<file path="src/rtl/bomberman_pkg.sv">
// Shared types and palette constants for the bomberman overlay layers.
package bomberman_pkg;

  localparam logic [7:0] TRANSPARENT = 8'd137;
  localparam logic [7:0] BOMB_IDX    = 8'd20;
  localparam logic [7:0] FLAME_IDX0  = 8'd16;

  typedef enum logic [1:0] {IDLE, ARMED, BLAST} bomb_state_t;

  typedef logic [3:0] cell_t;

  // Unsigned distance between two cells; never wraps through zero.
  function automatic cell_t cell_dist(cell_t a, cell_t b);
    return (a >= b) ? cell_t'(a - b) : cell_t'(b - a);
  endfunction

endpackage

</file>
<file path="src/rtl/pix2cell.sv">
// Combinational pixel-to-cell mapping shared by the overlay layers.
// Pixels left of / above the grid origin are rejected before the
// subtraction result is used, so no wrap-around can alias into the grid.
module pix2cell
  import bomberman_pkg::*;
#(
  parameter int          CELL_LOG2 = 5,
  parameter logic [9:0]  GRID_X0   = 10'd64,
  parameter logic [9:0]  GRID_Y0   = 10'd32,
  parameter int          GRID_W    = 15,
  parameter int          GRID_H    = 13
) (
  input  logic [9:0] spotX,
  input  logic [9:0] spotY,
  output logic       in_grid,
  output cell_t      cx,
  output cell_t      cy
);

  logic [9:0] px, py, colf, rowf;

  assign px   = spotX - GRID_X0;
  assign py   = spotY - GRID_Y0;
  assign colf = px >> CELL_LOG2;
  assign rowf = py >> CELL_LOG2;

  assign in_grid = (spotX >= GRID_X0) && (spotY >= GRID_Y0) &&
                   (int'(colf) < GRID_W) && (int'(rowf) < GRID_H);
  assign cx = colf[3:0];
  assign cy = rowf[3:0];

endmodule

</file>
<file path="src/rtl/flame_layer.sv">
// Bomb / flame overlay layer: one bomb at a time, frame-counted fuse,
// cross-shaped blast, registered palette output (1-cycle pixel latency).
// Optional build macro: FLAME_ANIM_EN cycles the flame through 4 palette
// entries, stepping every 4 frames of the blast.
module flame_layer
  import bomberman_pkg::*;
#(
  parameter int          CELL_LOG2    = 5,
  parameter logic [9:0]  GRID_X0      = 10'd64,
  parameter logic [9:0]  GRID_Y0      = 10'd32,
  parameter int          GRID_W       = 15,
  parameter int          GRID_H       = 13,
  parameter int          FUSE_FRAMES  = 120,
  parameter int          BLAST_FRAMES = 30,
  parameter int          RANGE        = 2
) (
  input  logic       clk,
  input  logic       reset_n,
  input  logic       new_frame,
  input  logic [9:0] spotX,
  input  logic [9:0] spotY,
  input  logic       drop,
  input  logic [3:0] drop_cx,
  input  logic [3:0] drop_cy,
  output logic [7:0] flame_color,
  output logic       busy,
  output logic       exploding
);

  bomb_state_t state;
  logic [7:0]  frame_cnt;
  cell_t       bx, by, cx, cy;
  logic        in_grid, drop_ok, flame_hit;
  logic [7:0]  flame_idx, color_d;

  pix2cell #(
    .CELL_LOG2(CELL_LOG2), .GRID_X0(GRID_X0), .GRID_Y0(GRID_Y0),
    .GRID_W(GRID_W), .GRID_H(GRID_H)
  ) u_pix2cell (
    .spotX(spotX), .spotY(spotY), .in_grid(in_grid), .cx(cx), .cy(cy)
  );

  assign drop_ok = drop && (int'(drop_cx) < GRID_W) && (int'(drop_cy) < GRID_H);

  // Bomb lifecycle FSM; busy/exploding are registered alongside the state.
  always_ff @(posedge clk or negedge reset_n) begin
    if (!reset_n) begin
      state     <= IDLE;
      frame_cnt <= '0;
      bx        <= '0;
      by        <= '0;
      busy      <= 1'b0;
      exploding <= 1'b0;
    end else begin
      case (state)
        IDLE: if (drop_ok) begin
          bx        <= drop_cx;
          by        <= drop_cy;
          frame_cnt <= 8'(FUSE_FRAMES - 1);
          state     <= ARMED;
          busy      <= 1'b1;
        end
        ARMED: if (new_frame) begin
          if (frame_cnt == '0) begin
            frame_cnt <= 8'(BLAST_FRAMES - 1);
            state     <= BLAST;
            exploding <= 1'b1;
          end else begin
            frame_cnt <= frame_cnt - 8'd1;
          end
        end
        BLAST: if (new_frame) begin
          if (frame_cnt == '0) begin
            state     <= IDLE;
            busy      <= 1'b0;
            exploding <= 1'b0;
          end else begin
            frame_cnt <= frame_cnt - 8'd1;
          end
        end
        default: begin
          state     <= IDLE;
          busy      <= 1'b0;
          exploding <= 1'b0;
        end
      endcase
    end
  end

`ifdef FLAME_ANIM_EN
  logic [1:0] phase, sub;

  // Flame animation phase: steps every 4th frame of the blast, restarts per blast.
  always_ff @(posedge clk or negedge reset_n) begin
    if (!reset_n) begin
      phase <= '0;
      sub   <= '0;
    end else if (state == ARMED && new_frame && frame_cnt == '0) begin
      phase <= '0;
      sub   <= '0;
    end else if (state == BLAST && new_frame) begin
      sub <= sub + 2'd1;
      if (sub == 2'd3) phase <= phase + 2'd1;
    end
  end

  assign flame_idx = FLAME_IDX0 + {6'd0, phase};
`else
  assign flame_idx = FLAME_IDX0;
`endif

  assign flame_hit = ((cy == by) && (int'(cell_dist(cx, bx)) <= RANGE)) ||
                     ((cx == bx) && (int'(cell_dist(cy, by)) <= RANGE));

  // Palette selection for the current pixel from the pre-edge state.
  always_comb begin
    color_d = TRANSPARENT;
    if (in_grid) begin
      case (state)
        ARMED: if (cx == bx && cy == by && !frame_cnt[3]) color_d = BOMB_IDX;
        BLAST: if (flame_hit) color_d = flame_idx;
        default: color_d = TRANSPARENT;
      endcase
    end
  end

  // Output register keeps this layer aligned with its sibling layers.
  always_ff @(posedge clk or negedge reset_n) begin
    if (!reset_n) flame_color <= TRANSPARENT;
    else          flame_color <= color_d;
  end

endmodule

</file>
<file path="config.mk">
export PLATFORM = sky130hd
export DESIGN_NAME = flame_layer
export DESIGN_NICKNAME = d
export VERILOG_FILES = /design/src/rtl/bomberman_pkg.sv /design/src/rtl/pix2cell.sv /design/src/rtl/flame_layer.sv
export SDC_FILE = /design/constraint.sdc
export NUM_CORES = 1
export LEC_CHECK = 0
export ABC_AREA = 1
export BUFFER_PORTS_ARGS = -buffer_cell sky130_fd_sc_hd__buf_2
export CAP_MARGIN = 20
export CORE_MARGIN = 4
export CORE_UTILIZATION = 45
export CTS_BUF_LIST = sky130_fd_sc_hd__clkbuf_2 sky130_fd_sc_hd__clkbuf_4 sky130_fd_sc_hd__clkbuf_8
export DETAILED_ROUTE_END_ITERATION = 8
export PLACE_DENSITY = 0.67
export RECOVER_POWER = 25
export SYNTH_ARGS = -nofsm -noshare
export SYNTH_HDL_FRONTEND = slang
export SYNTH_HIERARCHICAL = 1
export SYNTH_SLANG_ARGS = --single-unit
</file>
<file path="constraint.sdc">
create_clock -name clk -period 5.45 [get_ports clk]
set_input_delay 0 -clock clk [delete_from_list [all_inputs] [get_ports clk]]
set_output_delay 0 -clock clk [all_outputs]
set_load 0.05 [all_outputs]
</file>
==> results of run 1 <==
placed cells by master (no fill, tap or decap), types with 2 or more instances in the layout:
cell type,n
fa_1,4
ha_1,22
o21ai_0,18
nand3b_1,3
nor2_1,21
a21oi_1,10
buf_2,32
or2_2,3
nand4_1,6
nand2_2,9
clkbuf_8,3
inv_2,8
o21ai_2,8
conb_1,3
dfrtp_1,22
nand3_1,17
inv_1,54
nor2_4,2
nand2_1,77
o21ai_1,2
or2_0,2
nor2_2,5
xor2_1,5
o211ai_1,2
dlygate4sd3_1,9
cells by family (layout without fill, tap and decap cells):
logic type,count (synthesis),after routing,share of synthesized area
and+or+nand+nor,149,149,0.313
buffers and inverters,72,108,0.141
AOI/OAI and AO/OA,41,41,0.108
adders and majority gates,26,26,0.157
DFF,23,23,0.256
xor gates and xnor gates,6,6,0.0233
other,1,3,0.00166
registers in the layout (all words and copies together) (netlist names):
| name | count |
|---|---|
| exploding | 1 |
| state | 2 |
| busy | 1 |
| flame_color | 3 |
| by | 4 |
| bx | 4 |
| frame_cnt | 8 |
routing by layer:
metal  wire [um]  part of all wire
met5           0                 0
met4          48             0.011
met3         117             0.027
met2        2090              0.47
met1        2150              0.49
through the flow:
stage	hold slack, ns	utilization	std cells	total power [W]	setup WS, ns
after floorplan	-0.296	-	320	0.00103	3.68
after global placement	0.0248	0.507	410	0.00114	3.45
after detailed placement	0.0249	0.507	410	0.00115	3.42
after CTS	0.200	0.536	423	0.00127	3.55
after global routing	0.242	0.536	423	0.00142	3.34
final	0.202	0.536	423	0.00126	3.55
layout make-up:
| cell class | count | area, um2 |
|---|---|---|
| Tap cell | 67 | 83.8 |
| Multi-Input combinational cell | 225 | 1370 |
| Inverter | 62 | 233 |
| Clock inverter | 1 | 5.00 |
| Sequential cell | 23 | 577 |
| Clock buffer | 3 | 41.3 |
| Fill cell | 453 | 2220 |
| Timing Repair Buffer | 42 | 254 |
worst max-delay path: stages (launching register included):
cell and delay (ns):
dfrtp_1 0.39, ha_1 0.23, fa_1 0.42, or2_2 0.29, nand2_1 0.07, a21oi_1 0.04
nand2_1 0.07, nand2_1 0.06, nand2_1 0.07, nand2_1 0.05, nand2_1 0.05, nand2_1 0.06
worst max path at each step:
stage	cells past startpoint	slack, ns	from	to
after detailed placement	15	3.42	spotY[5]	flame_color[4]$_DFF_PN0_
after CTS	11	3.55	bx[0]$_DFFE_PN0P_	flame_color[4]$_DFF_PN0_
after floorplan	11	3.68	by[0]$_DFFE_PN0P_	flame_color[4]$_DFF_PN0_
after global routing	10	3.34	state[0]$_DFFE_PN0P_	frame_cnt[0]$_DFFE_PN0P_
after global placement	15	3.45	spotY[5]	flame_color[4]$_DFF_PN0_
final	11	3.55	bx[0]$_DFFE_PN0P_	flame_color[4]$_DFF_PN0_
report_power, final:
group          leakage [nW]  switching (W)  internal [W]
Clock                0.0255      0.0000569     0.0000511
Sequential            0.284      0.0000518      0.000245
Combinational          1.10       0.000536      0.000315
==> flow_summary.yaml, run 1 <==
logic_synthesis:
  synthFlopType: "dfrtp_1"
  netlist_top_cells_count: "77 x nand2_1, 54 x inv_1, 22 x dfrtp_1, 22 x ha_1, 21 x nor2_1"
  synth_top_area_cell: "dfrtp_1"
  ys_types: 32
  yosysWarnings: 6
  ys_seq_area_frac: 0.256
  syn_area_um2: 2260
  synth.most_common_cell: "nand2_1"
  synth_area_per_cell_um2: 7.10
  syn_inst: 318
  synthArstFlopShare: 1.00
  ys_top_cells_by_area: "dfrtp_1 24%, nand2_1 13%, ha_1 12%"
  yosys_register_bits: 23
  synth_edf_count: 0
  netlist.area_leader.share: 0.244
sta:
  fmax_mhz: 527
  setup_viol: 0
  fin_crit_sh: 0.348
  hold_viol: 0
  setup-tns-final_ns: 0
  fin_worst_skew_ns: 0.00347
  min_period_ns: 1.90
  slew_headroom: 0.137
  drv_slew: 0
  tightest_slew_ns: 1.29
  rsz0062_at_grt: "false"
floorplanning:
  start_util: 0.472
  dieArea_um2: 6210
  dieHeight_um: 78.8
  fp-row-count: 25
  ios: 42
  fp.coreArea_um2: 4790
  die_x_um: 78.8
clocking:
  clockRootBuffer: "clkbuf_8"
  cts_num_sinks: 23
  cts_tree: "built"
  cts_resized: 0
  clk_path_buf_depth: 2
  cts.clk_slew.worst_paths_ns: 0.09
  cts_hold_buf: 9
  cts_buffers: 3
  insertion_delay_ns: 0.26
  htreeDepth: 1
  cts_setup_buffers: 0
drt:
  drt_pass1_iterations: 4
  drt-total-wl_um: 4410
  drtIter0Drc: 84
  ant_nets: 0
  routedWlPerCell_um: 10.4
  avgViaCountPerCell: 4.57
  drcViolationCount: 0
  vias: 1932
critical_path:
  reg2reg_slack_ns: 3.55
  cp.required_ns: 5.61
  r2r-end: "flame_color[4]$_DFF_PN0_"
  cp-end-kind: "flop"
  cp_max_fo: 2
  crit_type: "reg2reg"
  cp-start-kind: "flop"
  reg2regPathDepth: 11
  r2r-start: "bx[0]$_DFFE_PN0P_"
  arrival_ns: 2.05
power_and_ir_drop:
  leakagePower_nw: 1.41
  ir_worst_vdd_v: 0.000252
  power.density_nw_per_um2: 490
outcome:
  status: "complete, no violations"
global_route:
  grt_usage: 0.157
  grt_pass1_wl_um: 7950
  grt_pass1_vias: 1850
  grt_util_met2: 0.274
  grt_max_degree: 24
  grt_util_met3: 0.0272
  grt-ovfl-total: 0
  antenna_found_initial: 0
  grt_util_met1: 0.208
  grt_most_used_layer: "met2"
placement:
  place.gp.congestion: 0.807
  place_area_um2: 2430
  dp_hpwl_um: 3580
  port_buffers: 33
cells_and_area:
  drive_above_1_share: 0.213
  nNetsFinal: 415
  syn2layout_area_growth_pct: 13.6
  fin_area_um2: 2560
  diodes: 0
flow_run:
  drv_cap: 0
worst_hold_path:
  hp-class: "in2reg"
  min_from: "new_frame"
  hold_end: "exploding$_DFFE_PN0P_"
  hold_depth: 6
No activity file was read; power rests on OpenSTA's default activity.
==> inputs of run 2 (changes only) <==
- clock period: 5.45 -> 1.8 ns (I/O delays scaled with it)
==> run 2 against run 1 <==
  * Non-clock buffer count up 15
  * Critical path depth unchanged
  * Combinational power rose to 3.4 times the previous value
  * Clock power rose to 3.0 times the previous value
  * Setup slack worse by 3.5 ns
  * Clock skew about the same
  * First-iteration DRC count down 3.6%
  * Sequential share of layout area down 1.3 points
  * Sequential power rose to 3.1 times the previous value
  * Register-to-register slack worse by 3.5 ns
  * Largest cell class unchanged
==> flow_summary.yaml, run 2 (synthesis results as in run 1) <==
global_route:
  grt_pass1_wl_um: 7850
  antenna_found_initial: 0
  grt_pass1_vias: 1832
  grt-ovfl-total: 0
  grt_max_degree: 24
  grt_usage: 0.156
critical_path:
  arrival_ns: 1.93
  path_delay_family: "adder cells"
  path_cells: "inv_1 -> ha_1 -> fa_2 -> o211ai_1 -> nor2_1 -> nand2_1 -> nand2_1 -> nand2_1 -> nand2_1 -> nand2_1 -> nand2_1"
  cp.required_ns: 1.96
  cp_max_fo: 2
  cp-end-kind: "flop"
  cp-start-kind: "flop"
  crit_path_top_delay_cell: "fa_2"
  path_common_cell: "nand2_1"
  max_stage_delay_ns: 0.43
  worst-path-buf-inv: 1
  crit_type: "reg2reg"
sta:
  hold_slack_ns: 0.193
  slew_headroom: 0.123
  setup_viol: 0
  min_period_ns: 1.77
  rsz0062_at_grt: "true"
  fin_crit_sh: 0.984
  fin_worst_skew_ns: 0.00300
  setup-tns-final_ns: 0
  fmax_mhz: 565
  tightest_slew_ns: 1.32
  drv_slew: 0
  hold_viol: 0
cells_and_area:
  n_fill_cell: 464
  nNetsFinal: 430
  final_common_cell: "nand2_1"
  largest_reg_flops: 8
  utilization: 0.569
  largest_register: "frame_cnt"
  fin_area_um2: 2720
  multi_input_area_um2: 1420
  final_cell_mix: "75 x nand2_1, 53 x inv_1, 32 x buf_2"
  syn2layout_area_growth_pct: 20.6
  reg.largest.list: "frame_cnt x8, bx x4, by x4"
  drive_above_1_share: 0.286
  diodes: 0
  seq_area_um2: 577
power_and_ir_drop:
  intPower_w: 0.00209
  leakagePower_nw: 1.47
  combinationalPowerShare: 0.702
  power_frac_seq: 0.219
  power.density_nw_per_um2: 1520
  netSwitchingFraction: 0.496
  ir_worst_vdd_v: 0.000618
  power_frac_clock: 0.078
  netSwitchingPower_w: 0.00206
floorplanning:
  die_x_um: 78.8
  start_util: 0.472
  fp.coreArea_um2: 4790
  ios: 42
  dieArea_um2: 6210
  dieHeight_um: 78.8
  fp-row-count: 25
clocking:
  clk_path_buf_depth: 2
  cts.clk_slew.worst_paths_ns: 0.08
  htreeDepth: 1
  clockRootBuffer: "clkbuf_8"
  cts_buffers: 3
  insertion_delay_ns: 0.26
  cts_tree: "built"
  cts_num_sinks: 23
outcome:
  status: "complete, no violations"
drt:
  drcViolationCount: 0
  vias: 2023
  avgViaCountPerCell: 4.62
  drt-total-wl_um: 4680
  drtIter0Drc: 81
  ant_nets: 0
  routedWlPerCell_um: 10.7
  drt_pass1_iterations: 4
placement:
  place_area_um2: 2500
  dp_hpwl_um: 3760
  place.gp.congestion: 0.791
  port_buffers: 33
flow_run:
  drv_cap: 0
worst_hold_path:
  hp-class: "in2reg"
==> run 2: changes by cell type in the layout (fill, tap and decap cells not counted), moves of 3 or more <==
cell   previous run  this run
buf_4             0        15
ha_2              0         6
fa_2              0         3
ha_1             22        16
fa_1              4         1
==> run 2: layout make-up <==
cell class / instances / share of cell area
multi-input combinational: 225 / 0.520
clock buffer: 3 / 0.0152
inverter: 62 / 0.0855
clock inverter: 1 / 0.00184
timing repair buffer: 57 / 0.135
sequential: 23 / 0.212
tap: 67 / 0.0308
==> run 2: worst min-delay path, delay by kind of cell <==
kind | cells | cell delay (ns)
buffers and inverters | 2 | 0.18
AO/OA/AOI/OAI | 2 | 0.12
AND/OR/NAND/NOR | 2 | 0.12
==> run 2: what timing repair did <==
item	4_1_cts	5_1_grt
endpoints found under the setup margin	1	12
hold buffers	9	0
setup buffers	0	6
endpoints found under the hold margin	30	0
pin swaps	3	7
gates resized for setup	4	13
==> run 2: path summary, 6_finish.rpt <==
check                                 startpoint                       end  slack [ns]  cells after the start
max                            bx[0]$_DFFE_PN0P_  flame_color[4]$_DFF_PN0_        0.03                     11
min                                    new_frame     exploding$_DFFE_PN0P_        0.19                      6
min reg2reg                exploding$_DFFE_PN0P_     exploding$_DFFE_PN0P_        0.50                      2
max in group asynchronous                reset_n  frame_cnt[6]$_DFFE_PN0P_        0.48                      2
max reg2reg                    bx[0]$_DFFE_PN0P_  flame_color[4]$_DFF_PN0_        0.03                     11
min in group asynchronous                reset_n         bx[2]$_DFFE_PN0P_        0.55                      2
==> run 2: power groups by stage <==
stage	Combinational (W)	Clock [W]	Sequential, W
after global placement	0.00260	0	0.000906
after global routing	0.00332	0.000364	0.000940
final	0.00291	0.000325	0.000910
after CTS	0.00271	0.000349	0.000907
after detailed placement	0.00265	0	0.000913
after floorplan	0.00214	0	0.000963
==> run 2: routing by layer <==
metal  vias up  global-route usage  share of wire
met5         -                   0              0
met4         0              0.0378         0.0077
met3         2              0.0204          0.019
met2        18               0.265           0.48
met1       917               0.210           0.50
li1       1086                   -              -
==> run 2: stage by stage <==
stage	power (W)	setup slack, ns	std cells
final	0.00414	0.0290	438
after global routing	0.00463	-0.107	438
after CTS	0.00396	0.00219	432
after detailed placement	0.00357	-0.0622	419
after global placement	0.00351	-0.0756	419
after floorplan	0.00311	0.0328	320
==> inputs of run 3 (changes only) <==
==> constraint.sdc (replaced) <==
create_clock -name clk -period 1.8 [get_ports clk]
set_input_delay 0.27 -clock clk [delete_from_list [all_inputs] [get_ports clk]]
set_output_delay 0.27 -clock clk [all_outputs]
set_load 0.05 [all_outputs]
==> run 3 against run 2 <==
  * Final area increased by 0.46%
  * Sequential cell count unchanged
  * Clock-buffer cell count increased by 1
  * Setup slack got worse by 0.027 ns
  * Utilization increased by 0.26 points
  * Combinational power decreased by 1%
  * Maximum frequency decreased by 1.5%
  * Non-clock buffer count decreased by 4
  * Sequential share of layout area decreased by 0.097 points
  * First-iteration DRC count decreased by 26%
  * Register-to-register slack got worse by 0.03 ns
  * Highest routed layer unchanged
==> flow_summary.yaml, run 3 (synthesis results as in run 1) <==
cells_and_area:
  final_cell_mix: "76 x nand2_1, 50 x inv_1, 32 x buf_2"
  largest_register: "frame_cnt"
  n_fill_cell: 452
  fin_area_um2: 2730
  nNetsFinal: 426
  diodes: 0
  instances_no_fill: 434
  drive_above_1_share: 0.313
  syn2layout_area_growth_pct: 21.1
  reg.largest.list: "frame_cnt x8, bx x4, by x4"
  largest_reg_flops: 8
  final_common_cell: "nand2_1"
  utilization: 0.571
sta:
  min_period_ns: 1.80
  fin_crit_sh: 0.999
  hold_viol: 0
  tightest_slew_ns: 0.599
  setup_viol: 0
  drv_slew: 0
  fin_worst_skew_ns: 0.00155
  slew_headroom: 0.600
  fmax_mhz: 556
  rsz0062_at_grt: "true"
critical_path:
  max_stage_delay_ns: 0.41
  path_cells: "inv_1 -> ha_2 -> fa_1 -> o211ai_1 -> nor2_1 -> nand2_1 -> nand2_1 -> nand2_1 -> nand2_1 -> nand2_1 -> nand2_1"
  path_common_cell: "nand2_1"
  cp.required_ns: 1.96
  worst-path-buf-inv: 1
  reg2regPathDepth: 11
  cp_max_fo: 2
  cp-end-kind: "flop"
  crit_type: "reg2reg"
  crit_path_top_delay_cell: "fa_1"
  cp-start-kind: "flop"
  path_delay_family: "adder cells"
  cp.depth: 11
  arrival_ns: 1.96
drt:
  drcViolationCount: 0
  ant_nets: 0
  drt_pass1_iterations: 4
  vias: 1970
  drt-total-wl_um: 4520
  drtIter0Drc: 60
  routedWlPerCell_um: 10.4
  avgViaCountPerCell: 4.54
global_route:
  antenna_found_initial: 0
  grt_max_degree: 24
  grt_pass1_vias: 1968
  grt_usage: 0.160
  grt-ovfl-total: 0
  grt_pass1_wl_um: 8210
clocking:
  cts_num_sinks: 23
  cts.clk_slew.worst_paths_ns: 0.08
  clockRootBuffer: "clkbuf_8"
  clk_path_buf_depth: 2
  cts_tree: "built"
  insertion_delay_ns: 0.26
  htreeDepth: 1
  cts_buffers: 3
power_and_ir_drop:
  leakagePower_nw: 1.47
  power.density_nw_per_um2: 1510
  ir_worst_vdd_v: 0.000762
  power_w: 0.00413
worst_hold_path:
  hp-class: "in2reg"
  hold_depth: 3
placement:
  place.gp.congestion: 0.841
  dp_hpwl_um: 3700
  dpl.cell_count: 428
  port_buffers: 33
  place_area_um2: 2610
floorplanning:
  dieArea_um2: 6210
  start_util: 0.472
  fp.coreArea_um2: 4790
  dieHeight_um: 78.8
  fp-row-count: 25
  ios: 42
  die_x_um: 78.8
flow_run:
  drv_cap: 0
outcome:
  status: "complete, no violations"
-- run 3: cell count changes in the layout (fill, tap and decap cells not counted), sizes merged --
cell	previous run	this run
dlygate4sd3	9	1
clkinv	1	0
buf	47	51
clkbuf	4	5
-- run 3: per-stage QoR --
stage / setup TNS, ns / hold WS (ns) / worst slack, ns
floorplan: 0 / -0.0256 / 0.00255
global placement: -0.694 / 0.300 / -0.269
detailed placement: -0.651 / 0.294 / -0.240
CTS: -0.00686 / 0.219 / -0.00686
global route: -0.287 / 0.245 / -0.150
finish: 0 / 0.226 / 0.00214
-- run 3: worst register-to-register path, cell delays in order, from the launching register on --
cell and delay (ns):
dfrtp_1 0.39, inv_1 0.08, ha_2 0.19, fa_1 0.41
o211ai_1 0.21, nor2_1 0.06, nand2_1 0.06, nand2_1 0.06
nand2_1 0.08, nand2_1 0.06, nand2_1 0.05, nand2_1 0.05
-- run 3: layout make-up --
type	instances	area (um2)	share of cell area
Inverter	62	238	0.0870
Timing Repair Buffer	53	330	0.121
Clock buffer	4	48.8	0.0178
Sequential cell	23	577	0.211
Tap cell	67	83.8	0.0307
Multi-Input combinational cell	225	1460	0.533
-- run 3: what timing repair did --
| action | in CTS | in global routing |
|---|---|---|
| pin swaps | 17 | 5 |
| hold endpoints to repair | 12 | 0 |
| hold buffers | 1 | 0 |
| setup endpoints to repair | 2 | 7 |
| gates resized for setup | 10 | 8 |
| setup buffers | 0 | 1 |
-- run 3: path summary, 6_finish.rpt --
path / startpoint / slack, ns / to
setup / recovery: bx[0]$_DFFE_PN0P_ / 0.002 / flame_color[4]$_DFF_PN0_
hold / removal: drop_cx[1] / 0.23 / bx[1]$_DFFE_PN0P_
setup reg to reg: bx[0]$_DFFE_PN0P_ / 0.002 / flame_color[4]$_DFF_PN0_
hold reg to reg: exploding$_DFFE_PN0P_ / 0.49 / exploding$_DFFE_PN0P_
max in group asynchronous: reset_n / 0.87 / frame_cnt[7]$_DFFE_PN0P_
min in group asynchronous: reset_n / 0.54 / bx[1]$_DFFE_PN0P_
-- run 3: power breakdown --
part / internal, W / switching (W) / total [W]
sequential: 0.000743 / 0.000167 / 0.000910
combinational: 0.00117 / 0.00170 / 0.00287
clock: 0.000173 / 0.000171 / 0.000345
total: 0.00209 / 0.00204 / 0.00413
-- run 3: layer usage --
metal  vias to the layer above  part of all wire  global-route usage
li1                       1072                 -                   -
met1                       875              0.49               0.211
met2                        21              0.47               0.284
met3                         2             0.027              0.0204
met4                         0            0.0055              0.0292
met5                         -                 0                   0
